[config.mk]
export PLATFORM = sky130hd
export DESIGN_NAME = instr_sequencer
export DESIGN_NICKNAME = d
export VERILOG_FILES = /design/src/rtl/instr_sequencer.sv
export SDC_FILE = /design/constraint.sdc
export NUM_CORES = 1
export LEC_CHECK = 0
export ABC_AREA = 1
export CORE_UTILIZATION = 48
export CTS_CLUSTER_DIAMETER = 30
export DETAILED_ROUTE_END_ITERATION = 16
export PLACE_DENSITY = 0.9
export SYNTH_ARGS = -nofsm -noshare
export SYNTH_HDL_FRONTEND = slang
export SYNTH_SLANG_ARGS = --single-unit
[constraint.sdc]
create_clock -name clk -period 3.6 [get_ports clk]
set_clock_uncertainty 0.2 [all_clocks]
set_input_delay 0.54 -clock clk [delete_from_list [all_inputs] [get_ports clk]]
set_output_delay 0.54 -clock clk [all_outputs]
set_load 0.01 [all_outputs]
[src/rtl/instr_sequencer.sv]
// Instruction sequencer for the 10-bit processor: owns IR and timestep counter T,
// starts one instruction per synchronised Execute press and watches for a missing Clr.
module instr_sequencer #(
    parameter int unsigned IW          = 10,
    parameter int unsigned TW          = 2,
    parameter int unsigned MAX_T       = 3,
    parameter int unsigned SYNC_STAGES = 2,
    parameter int unsigned CW          = 8
) (
    input  logic          clk,
    input  logic          rst,
    input  logic          exec_btn,
    input  logic [IW-1:0] data_in,
    input  logic          clr_in,
    input  logic          fault_ack,
    output logic [IW-1:0] ir,
    output logic [TW-1:0] T,
    output logic          busy,
    output logic          done,
    output logic          fault,
    output logic [CW-1:0] retired
);

    typedef enum logic [1:0] {
        ST_IDLE  = 2'd0,
        ST_EXEC  = 2'd1,
        ST_FAULT = 2'd2
    } state_t;

    state_t                 r_state;
    state_t                 w_state_nxt;
    logic [SYNC_STAGES-1:0] r_sync;
    logic                   r_prev;
    logic                   w_synced;
    logic                   w_start;
    logic                   w_t_last;

    logic [IW-1:0]          r_ir;
    logic [TW-1:0]          r_t;
    logic                   r_busy;
    logic                   r_done;
    logic                   r_fault;
    logic [CW-1:0]          r_retired;

    logic [IW-1:0]          w_ir_nxt;
    logic [TW-1:0]          w_t_nxt;
    logic                   w_busy_nxt;
    logic                   w_done_nxt;
    logic                   w_fault_nxt;
    logic [CW-1:0]          w_retired_nxt;

    // Button synchroniser and rising-edge detector
    always_ff @(posedge clk or posedge rst) begin
        if (rst) begin
            r_sync <= '0;
            r_prev <= 1'b0;
        end else begin
            r_sync <= {r_sync[SYNC_STAGES-2:0], exec_btn};
            r_prev <= w_synced;
        end
    end

    assign w_synced = r_sync[SYNC_STAGES-1];
    assign w_start  = w_synced & ~r_prev;
    assign w_t_last = (r_t == TW'(MAX_T));

    // State and registered outputs
    always_ff @(posedge clk or posedge rst) begin
        if (rst) begin
            r_state   <= ST_IDLE;
            r_ir      <= '0;
            r_t       <= '0;
            r_busy    <= 1'b0;
            r_done    <= 1'b0;
            r_fault   <= 1'b0;
            r_retired <= '0;
        end else begin
            r_state   <= w_state_nxt;
            r_ir      <= w_ir_nxt;
            r_t       <= w_t_nxt;
            r_busy    <= w_busy_nxt;
            r_done    <= w_done_nxt;
            r_fault   <= w_fault_nxt;
            r_retired <= w_retired_nxt;
        end
    end

    // Next-state logic; Clr has priority over the watchdog at T==MAX_T
    always_comb begin
        w_state_nxt = r_state;
        case (r_state)
            ST_IDLE:  if (w_start) w_state_nxt = ST_EXEC;
            ST_EXEC: begin
                if (clr_in)        w_state_nxt = ST_IDLE;
                else if (w_t_last) w_state_nxt = ST_FAULT;
            end
            ST_FAULT: if (fault_ack) w_state_nxt = ST_IDLE;
            default:  w_state_nxt = ST_IDLE;
        endcase
    end

    // Next values of the registered outputs
    always_comb begin
        w_ir_nxt      = r_ir;
        w_t_nxt       = r_t;
        w_busy_nxt    = r_busy;
        w_done_nxt    = 1'b0;
        w_fault_nxt   = r_fault;
        w_retired_nxt = r_retired;
        case (r_state)
            ST_IDLE: begin
                w_t_nxt = '0;
                if (w_start) begin
                    w_ir_nxt   = data_in;
                    w_busy_nxt = 1'b1;
                end
            end
            ST_EXEC: begin
                if (clr_in) begin
                    w_t_nxt       = '0;
                    w_busy_nxt    = 1'b0;
                    w_done_nxt    = 1'b1;
                    w_retired_nxt = r_retired + CW'(1);
                end else if (w_t_last) begin
                    w_t_nxt     = '0;
                    w_busy_nxt  = 1'b0;
                    w_fault_nxt = 1'b1;
                end else begin
                    w_t_nxt = r_t + TW'(1);
                end
            end
            ST_FAULT: if (fault_ack) w_fault_nxt = 1'b0;
            default: begin
                w_t_nxt     = '0;
                w_busy_nxt  = 1'b0;
                w_fault_nxt = 1'b0;
            end
        endcase
    end

    assign ir      = r_ir;
    assign T       = r_t;
    assign busy    = r_busy;
    assign done    = r_done;
    assign fault   = r_fault;
    assign retired = r_retired;

endmodule

* Word level (Yosys, flattened, before mapping) *
Index checks and enable logic that the tools add are counted.

word-level totals
  flip-flop bits (word level) = 28
  input port bits = 15
  output and inout bits = 23
  word-level logic and storage cells = 47

cells by class
  $add $sub $neg = 2
  equal/unequal tests = 8
  muxes and demuxes = 18
  bitwise gates (word level) = 4
  reduce and logical (&&, ||, !) cells = 6

operators with widths
  kind                                                             number
  2-bit 2-to-1 mux                                                 6
  8-bit by 1-bit adder with 8-bit output, second input constant    1
  1-bit 2-to-1 mux                                                 8
  2-bit != test, second input constant                             4
  1-bit case mux with 3 select lines                               2
  2-bit case mux with 3 select lines                               1
  3-bit AND reduction                                              2
  2-bit == test, second input constant                             2
  2-bit case mux with 2 select lines                               1
  2-bit AND reduction                                              2
  4-bit AND reduction                                              1
  3-bit != test, second input constant                             1
  1-bit NOT                                                        3
  2-bit by 1-bit adder with 2-bit output, second input constant    1
  2-bit by 1-bit == test with 1-bit output, second input constant  1
  2-bit logical NOT                                                1
  1-bit bitwise AND                                                1

* Longest topological paths before layout *
Gate-level depths: netlist of the first run.

  word-level depth = 4
  mapped depth = 8
  mapped depth without buffers = 7

* Worst setup path after synthesis of the first run *
No wires, ideal clock.

  path kind = register to register
  from = register r_retired[0], in the netlist retired[0]
  to = register r_retired[6], in the netlist retired[6]
  setup time = 0.113 ns
  arrival = 1.012 ns
  data required time = 3.287 ns
  setup slack = 2.275 ns
  cell stages (with the launch flop) = 7
  path buffers = 0
  clock period less this slack = 1.325 ns
  path through = dfrtp_1 ha_1 nand3_1 nor2_2 nand3_1 nand2_1 inv_1

on the way
  longest elaborated chain between the ends = 1

RTL lines
  item                                    line  source
  start: declaration                      43    logic [CW-1:0] r_retired;
  start signal: assignment                84    r_retired <= w_retired_nxt;
  8-bit by 1-bit adder with 8-bit output  123   w_retired_nxt = r_retired + CW'(1);

Every way passes these cells.
A chain may end at the register's enable or synchronous reset.

* Worst setup path in the final report of the first run *
  from = register r_retired[3], in the netlist retired[3]
  to = output port retired[3]

RTL lines
  item              line  source
  end: declaration  21    output logic [CW-1:0] retired

No word-level cell between the ends.

==> results of run 1 <==
-- Yosys cell counts --
cell,n
nand2_1,46
dfrtp_1,28
nand3_1,19
inv_1,13
nor2_1,5
o21ai_0,3
buf_2,2
ha_1,2
xnor2_1,2
xor2_1,2
a21oi_1,1
buf_6,1
clkbuf_1,1
inv_2,1
nand3_4,1
nand3b_1,1
nand4_1,1
nor2_2,1
nor2_4,1
-- state kept, by name (all words and copies together) (netlist names) --
| signal | flops |
|---|---|
| busy | 1 |
| fault | 1 |
| T | 2 |
| r_sync | 2 |
| retired | 8 |
| r_state | 2 |
| ir | 10 |
| r_prev | 1 |
| done | 1 |
-- metal layers --
layer,routed length (µm),vias up
li1,-,479
met4,85,0
met5,0,-
met3,133,8
met1,1020,451
met2,1260,42
-- cell families (layout without fill, tap and decap cells) --
family | after synthesis | in the layout | synth area share
compound gates | 4 | 4 | 0.0168
xor+xnor | 4 | 4 | 0.0294
fa+ha+maj | 2 | 2 | 0.0210
buf+inv | 18 | 55 | 0.0650
flops | 28 | 28 | 0.587
simple gates | 75 | 75 | 0.281
-- cell type report --
cell class                      instances  area share
Clock inverter                          1      0.0185
Multi-Input combinational cell         85       0.255
Clock buffer                            3      0.0138
Inverter                               14      0.0323
Timing Repair Buffer                   37       0.228
Tap cell                               28      0.0215
Sequential cell                        28       0.431
-- cell usage in the layout (no fill, tap or decap), drive strengths merged --
master and count:
clkdlybuf4s50 37, ha 2, a21oi 1, nor2 7, nand2 46, nand3 20
xnor2 2, bufinv 1, nand4 1, xor2 2, nand3b 1, inv 14
clkbuf 3, dfrtp 28, o21ai 3
-- path summary, 6_finish.rpt --
check | cells after the start | endpoint | from | slack [ps]
max | 1 | retired[3] | retired[3]$_DFFE_PP0P_ | 1510
min | 0 | r_sync[1]$_DFF_PP0_ | r_sync[0]$_DFF_PP0_ | 190
max reg2reg | 4 | ir[2]$_DFFE_PP0P_ | r_state[1]$_DFFE_PP0P_ | 1550
min reg2reg | 0 | r_sync[1]$_DFF_PP0_ | r_sync[0]$_DFF_PP0_ | 190
max in group asynchronous | 2 | retired[7]$_DFFE_PP0P_ | rst | 2090
min in group asynchronous | 2 | done$_DFF_PP0_ | rst | 520
-- where the power goes --
part | total [mW] | internal (mW) | switching (mW)
logic | 0.244 | 0.137 | 0.107
clock network | 0.205 | 0.113 | 0.0922
registers | 0.424 | 0.370 | 0.0539
-- per-stage QoR --
stage          std cells  power [mW]  utilization  hold WS [ps]
6_report             196       0.873        0.715           189
5_1_grt              196       0.927        0.715           209
4_1_cts              196       0.876        0.715           184
3_5_place_dp         192       0.673        0.692           152
3_3_place_gp         192       0.660        0.692           148
2_1_floorplan        131       0.524            -           131
==> summary.md, run 1 <==
| Metric | Value |
|---|---|
| Status | completed |
| H-tree Lvls | 1 |
| Cells after Synth | 131 |
| Post-DRT Antenna Nets | 0 |
| CTS tree | yes |
| RSZ-0062 raised after global routing | false |
| Layout area overhead | 36.3% |
| GRT met1 Usage | 0.285 |
| Crit path max fanout | 4 |
| GPL Wtd Cong | about 0.76 |
| Top cell type's share of synthesized area | 0.587 |
| Cell Area, Synth | roughly 1200 µm² |
| Horiz. Die Dim | a little over 50 µm |
| Syn. warnings | 0 |
| Crit path kind | flip-flop to output port |
| Total congestion overflow | 0 |
| First-pass GRT wire length | about 4400 µm |
| Clock root buffer master | clkbuf_4 |
| Fin crit share | 0.580 |
| Die area | between 2000 and 3000 µm² |
| DP Area | 1570 µm² |
| Final WS setup | 1510 ps |
| Mean post-synth cell area | just over 9 µm² |
| Crit path required time | roughly 2900 ps |
| GRT Overall Usage | 0.234 |
| Pre-CTS setup slack | between 1500 and 2000 ps |
| Detail Placement HPWL | ~1800 µm |
| Post-synthesis cell type count | 19 |
| Met3 usage | 0.0526 |
| TritonRoute pass-1 iters | 6 |
| Fin Setup TNS | 0 ps |
| DRC Markers | 0 |
| IO Pins | 38 |
| Post-CTS Hold Buffers | 0 |
| Cell family with most CP delay | buffers and inverters |
| Layout cell share with drive strength beyond 1 | 0.0476 |
| Cell Chain, Critical Path | clkdlybuf4s50_1 |
| Sequential-to-total area share from yosys stat | 0.587 |
| Port Buffer Count | 37 |
| Largest cells by area after synthesis | dfrtp_1, nand2_1, nand3_1 |
| Cell taking the most area after synthesis | dfrtp_1 |
| Worst Setup Start Kind | flip-flop |
| Buf/Inv on CP | 1 |
| Num CTS Buffers | 3 |
| Tmin final | roughly 2100 ps |
| Global route hottest layer | met2 |
| Vias in the first global route | 1003 |
| Slowest stage cell, crit path | clkdlybuf4s50_1 |
| Clock transition at path regs | about 150 ps |
| Die height | between 50 and 60 µm |
| Starting Density | 0.524 |
| Fillers | 151 |
| Synth Register Bits | 28 |
| Final #Nets | roughly 190 |
| Min-delay worst type | flip-flop to flip-flop |
| Starting DRT DRC Count | 12 |
| Ant. Diodes | 0 |
| Pleak | between 0.8 and 0.9 nW |
| # setup viols final | 0 |
| Slew margin rel. | 0.339 |
| Vias | 980 |
| CP peak stage delay | ~570 ps |
| VDD IR max | roughly 0.4 mV |
| Pwr dens | 537 nW/µm² |
| Least-Margin Pin Slew | about 1000 ps |
| Via density | roughly 5.0 |
| Setup bufs post-CTS | 0 |
| Register area | approximately 700 µm² |
| Core Box Area | between 2000 and 2500 µm² |
| CTS Buffer Depth | 2 |
| Crit. End Element | output port |
| Routed Wire Length | ~2500 µm |
| Final hold vios | 0 |
| Design area | 1630 µm² |
| Core Rows | 17 |
| Initial antenna violation count | 0 |
| Syn Nets | between 100 and 150 |
| Largest net degree at the start of global routing | 29 |
| Multi-input logic area | approximately 420 µm² |
| Clock sink count | 28 |
| Peak Freq | ~480 MHz |
| Worst skew pair latency | approximately 330 ps |
| Crit path DAT | about 1400 ps |
| Max Cap Viol | 0 |
| Met2 Use GR | 0.370 |
| DR WL/cell | around 13 µm |
| Post-CTS resize count | 0 |
| Slew Limit Fails | 0 |
Note: power is estimated with default switching activity, not from simulation.
==> run 2, diff against run 1 <==
CORE_UTILIZATION = 40   (was 48)
PLACE_DENSITY = 0.81   (was 0.9)
clock period = 1.8 ns   (was 3.6 ns; I/O delays follow)
==> summary.md, run 2 (synthesis gave the netlist of run 1 again) <==
| Metric | Value |
|---|---|
| Max Cap Viol | 0 (unchanged) |
| Final hold vios | 0 (unchanged) |
| Die area | 3210 µm² (was 2690 µm²) |
| Crit path kind | flip-flop to output port (unchanged) |
| DRC Markers | 0 (unchanged) |
| GRT Overall Usage | 0.155 (was 0.234) |
| Placed cells | 198 (was 192) |
| Clk pwr share | 0.148 (was 0.235) |
| GPL Wtd Cong | 0.774 (was 0.761) |
| DR WL/cell | 11.2 µm (was 12.8 µm) |
| Crit. End Element | output port (unchanged) |
| Vias | 992 (was 980) |
| Pleak | 0.890 nW (was 0.829 nW) |
| Peak Freq | approximately 570 MHz |
| Cell Chain, Critical Path | clkdlybuf4s50_1 (unchanged) |
| Num CTS Buffers | 3 (unchanged) |
| Largest net degree at the start of global routing | 29 (unchanged) |
| Slowest stage cell, crit path | clkdlybuf4s50_1 (unchanged) |
| Buf/Inv on CP | 1 (unchanged) |
| Least-Margin Pin Slew | 392 ps (was 990 ps) |
| Min-delay worst type | primary input to async pin (was flip-flop to flip-flop) |
| Worst skew pair latency | 310 ps (was 330 ps) |
| Vias in the first global route | 955 (was 1003) |
| Most frequent cells in the layout | nand2_1, clkdlybuf4s50_1, dfrtp_1 (unchanged) |
| CTS tree | yes (unchanged) |
| Fillers | 251 (was 151) |
| H-tree Lvls | 1 (unchanged) |
| Clock sink count | 28 (unchanged) |
| Worst Setup Start Kind | flip-flop (unchanged) |
| Cell internal pwr | 1.15 mW (was 0.620 mW) |
| Fin cells | 208 (was 196) |
| RSZ-0062 raised after global routing | false (unchanged) |
| Post-DRT Antenna Nets | 0 (unchanged) |
| Layout area overhead | 40.8% (was 36.3%) |
| Cell family with most CP delay | buffers and inverters (unchanged) |
| Layout cell share with drive strength beyond 1 | 0.0960 (was 0.0476) |
| CTS Buffer Depth | 2 (unchanged) |
| Net Sw Frac | 0.296 (was 0.290) |
| Via density | 4.77 (was 5.00) |
| TritonRoute pass-1 iters | 4 (was 6) |
| Crit path max fanout | 4 (unchanged) |
| Tmin final | about 1700 ps |
| Net load switching power | 0.483 mW (was 0.253 mW) |
| Slew Limit Fails | 0 (unchanged) |
| WHS | 95.1 ps (was 189 ps) |
| Clock root buffer master | clkbuf_4 (unchanged) |
| Total congestion overflow | 0 (unchanged) |
| Port Buffer Count | 37 (unchanged) |
| Slew margin rel. | 0.738 (was 0.339) |
| Most common cell after layout, fill and taps aside | nand2_1 (unchanged) |
| IO Pins | 38 (unchanged) |
| Crit path required time | 1330 ps (was 2860 ps) |
| VDD IR max | 0.640 mV (was 0.404 mV) |
| Detail Placement HPWL | 1700 µm (was 1770 µm) |
| Fin Setup TNS | 0 ps (unchanged) |
| Horiz. Die Dim | 56.6 µm (was 51.9 µm) |
| Share of power burned in registers | 0.497 (was 0.485) |
| Starting DRT DRC Count | 13 (was 12) |
| Total power draw | 1.64 mW (was 0.873 mW) |
| Starting Density | 0.429 (was 0.524) |
| Ant. Diodes | 0 (unchanged) |
| Core Box Area | 2780 µm² (was 2280 µm²) |
| First-pass GRT wire length | 3840 µm (was 4400 µm) |
| Core Rows | 19 (was 17) |
| Post-CTS Hold Buffers | 0 (unchanged) |
| Initial antenna violation count | 0 (unchanged) |
| # setup viols final | 0 (unchanged) |
| Logic pwr share | 0.355 (was 0.280) |
| Die height | 56.6 µm (was 51.9 µm) |
| Final #Nets | 196 (was 186) |
| Crit path DAT | 1280 ps (was 1350 ps) |
| Pwr dens | 973 nW/µm² (was 537 nW/µm²) |
| CP peak stage delay | 560 ps (was 570 ps) |
| Status | completed (unchanged) |
| Fin crit share | 0.970 |
| Clock transition at path regs | 140 ps (was 150 ps) |
| Max reg flops | 10 (unchanged) |
| Routed Wire Length | 2320 µm (was 2500 µm) |
-- run 2: tightest hold or removal path, delay by kind of cell --
kind	cells	cell delay (ps)
buffers and inverters	3	760
-- run 2: power groups by stage --
stage | logic, mW | registers, mW | clock network [mW]
global route | 0.634 | 0.828 | 0.274
detailed placement | 0.491 | 0.850 | 0
floorplan | 0.160 | 0.888 | 0
finish | 0.581 | 0.813 | 0.241
CTS | 0.493 | 0.839 | 0.256
global placement | 0.481 | 0.845 | 0
-- run 2: per-layer routing --
| layer | vias up | part of all wire | track usage |
|---|---|---|---|
| li1 | 504 | - | - |
| met1 | 450 | 0.43 | 0.171 |
| met2 | 36 | 0.48 | 0.272 |
| met3 | 2 | 0.087 | 0.0484 |
| met4 | 0 | 0.0047 | 0.0627 |
| met5 | - | 0 | 0 |
-- run 2: what timing repair did --
item,4_1_cts,5_1_grt
gates resized for setup,0,2
endpoints found under the setup margin,1,6
setup buffers,1,6
-- run 2: area by class of cell --
class,instances,area (µm²),area share
clock buffers,3,22.5,0.0134
multi-input cells,85,415,0.247
flip-flops and latches,28,701,0.417
well taps,31,38.8,0.0231
inverters,14,52.6,0.0313
repair buffers,47,450,0.268
-- run 2: stage by stage --
stage,instance area (µm²),worst slack [ps],utilization
2_1_floorplan,1190,475,-
3_3_place_gp,1600,205,0.575
3_5_place_dp,1600,159,0.575
4_1_cts,1630,6.62,0.586
5_1_grt,1680,0.933,0.604
6_report,1680,53.8,0.604
-- run 2: path summary, 6_finish.rpt --
check / startpoint / end / slack (ps) / cells past startpoint
worst max-delay path: T[0]$_DFFE_PP0N_ / T[0] / 50 / 1
worst min-delay path: rst / ir[5]$_DFFE_PP0P_ / 100 / 3
worst max register to register: r_state[1]$_DFFE_PP0P_ / ir[0]$_DFFE_PP0P_ / 300 / 4
worst min register to register: r_sync[0]$_DFF_PP0_ / r_sync[1]$_DFF_PP0_ / 180 / 0
max in group asynchronous: rst / retired[0]$_DFFE_PP0P_ / 1040 / 3
min in group clk: r_sync[0]$_DFF_PP0_ / r_sync[1]$_DFF_PP0_ / 180 / 0
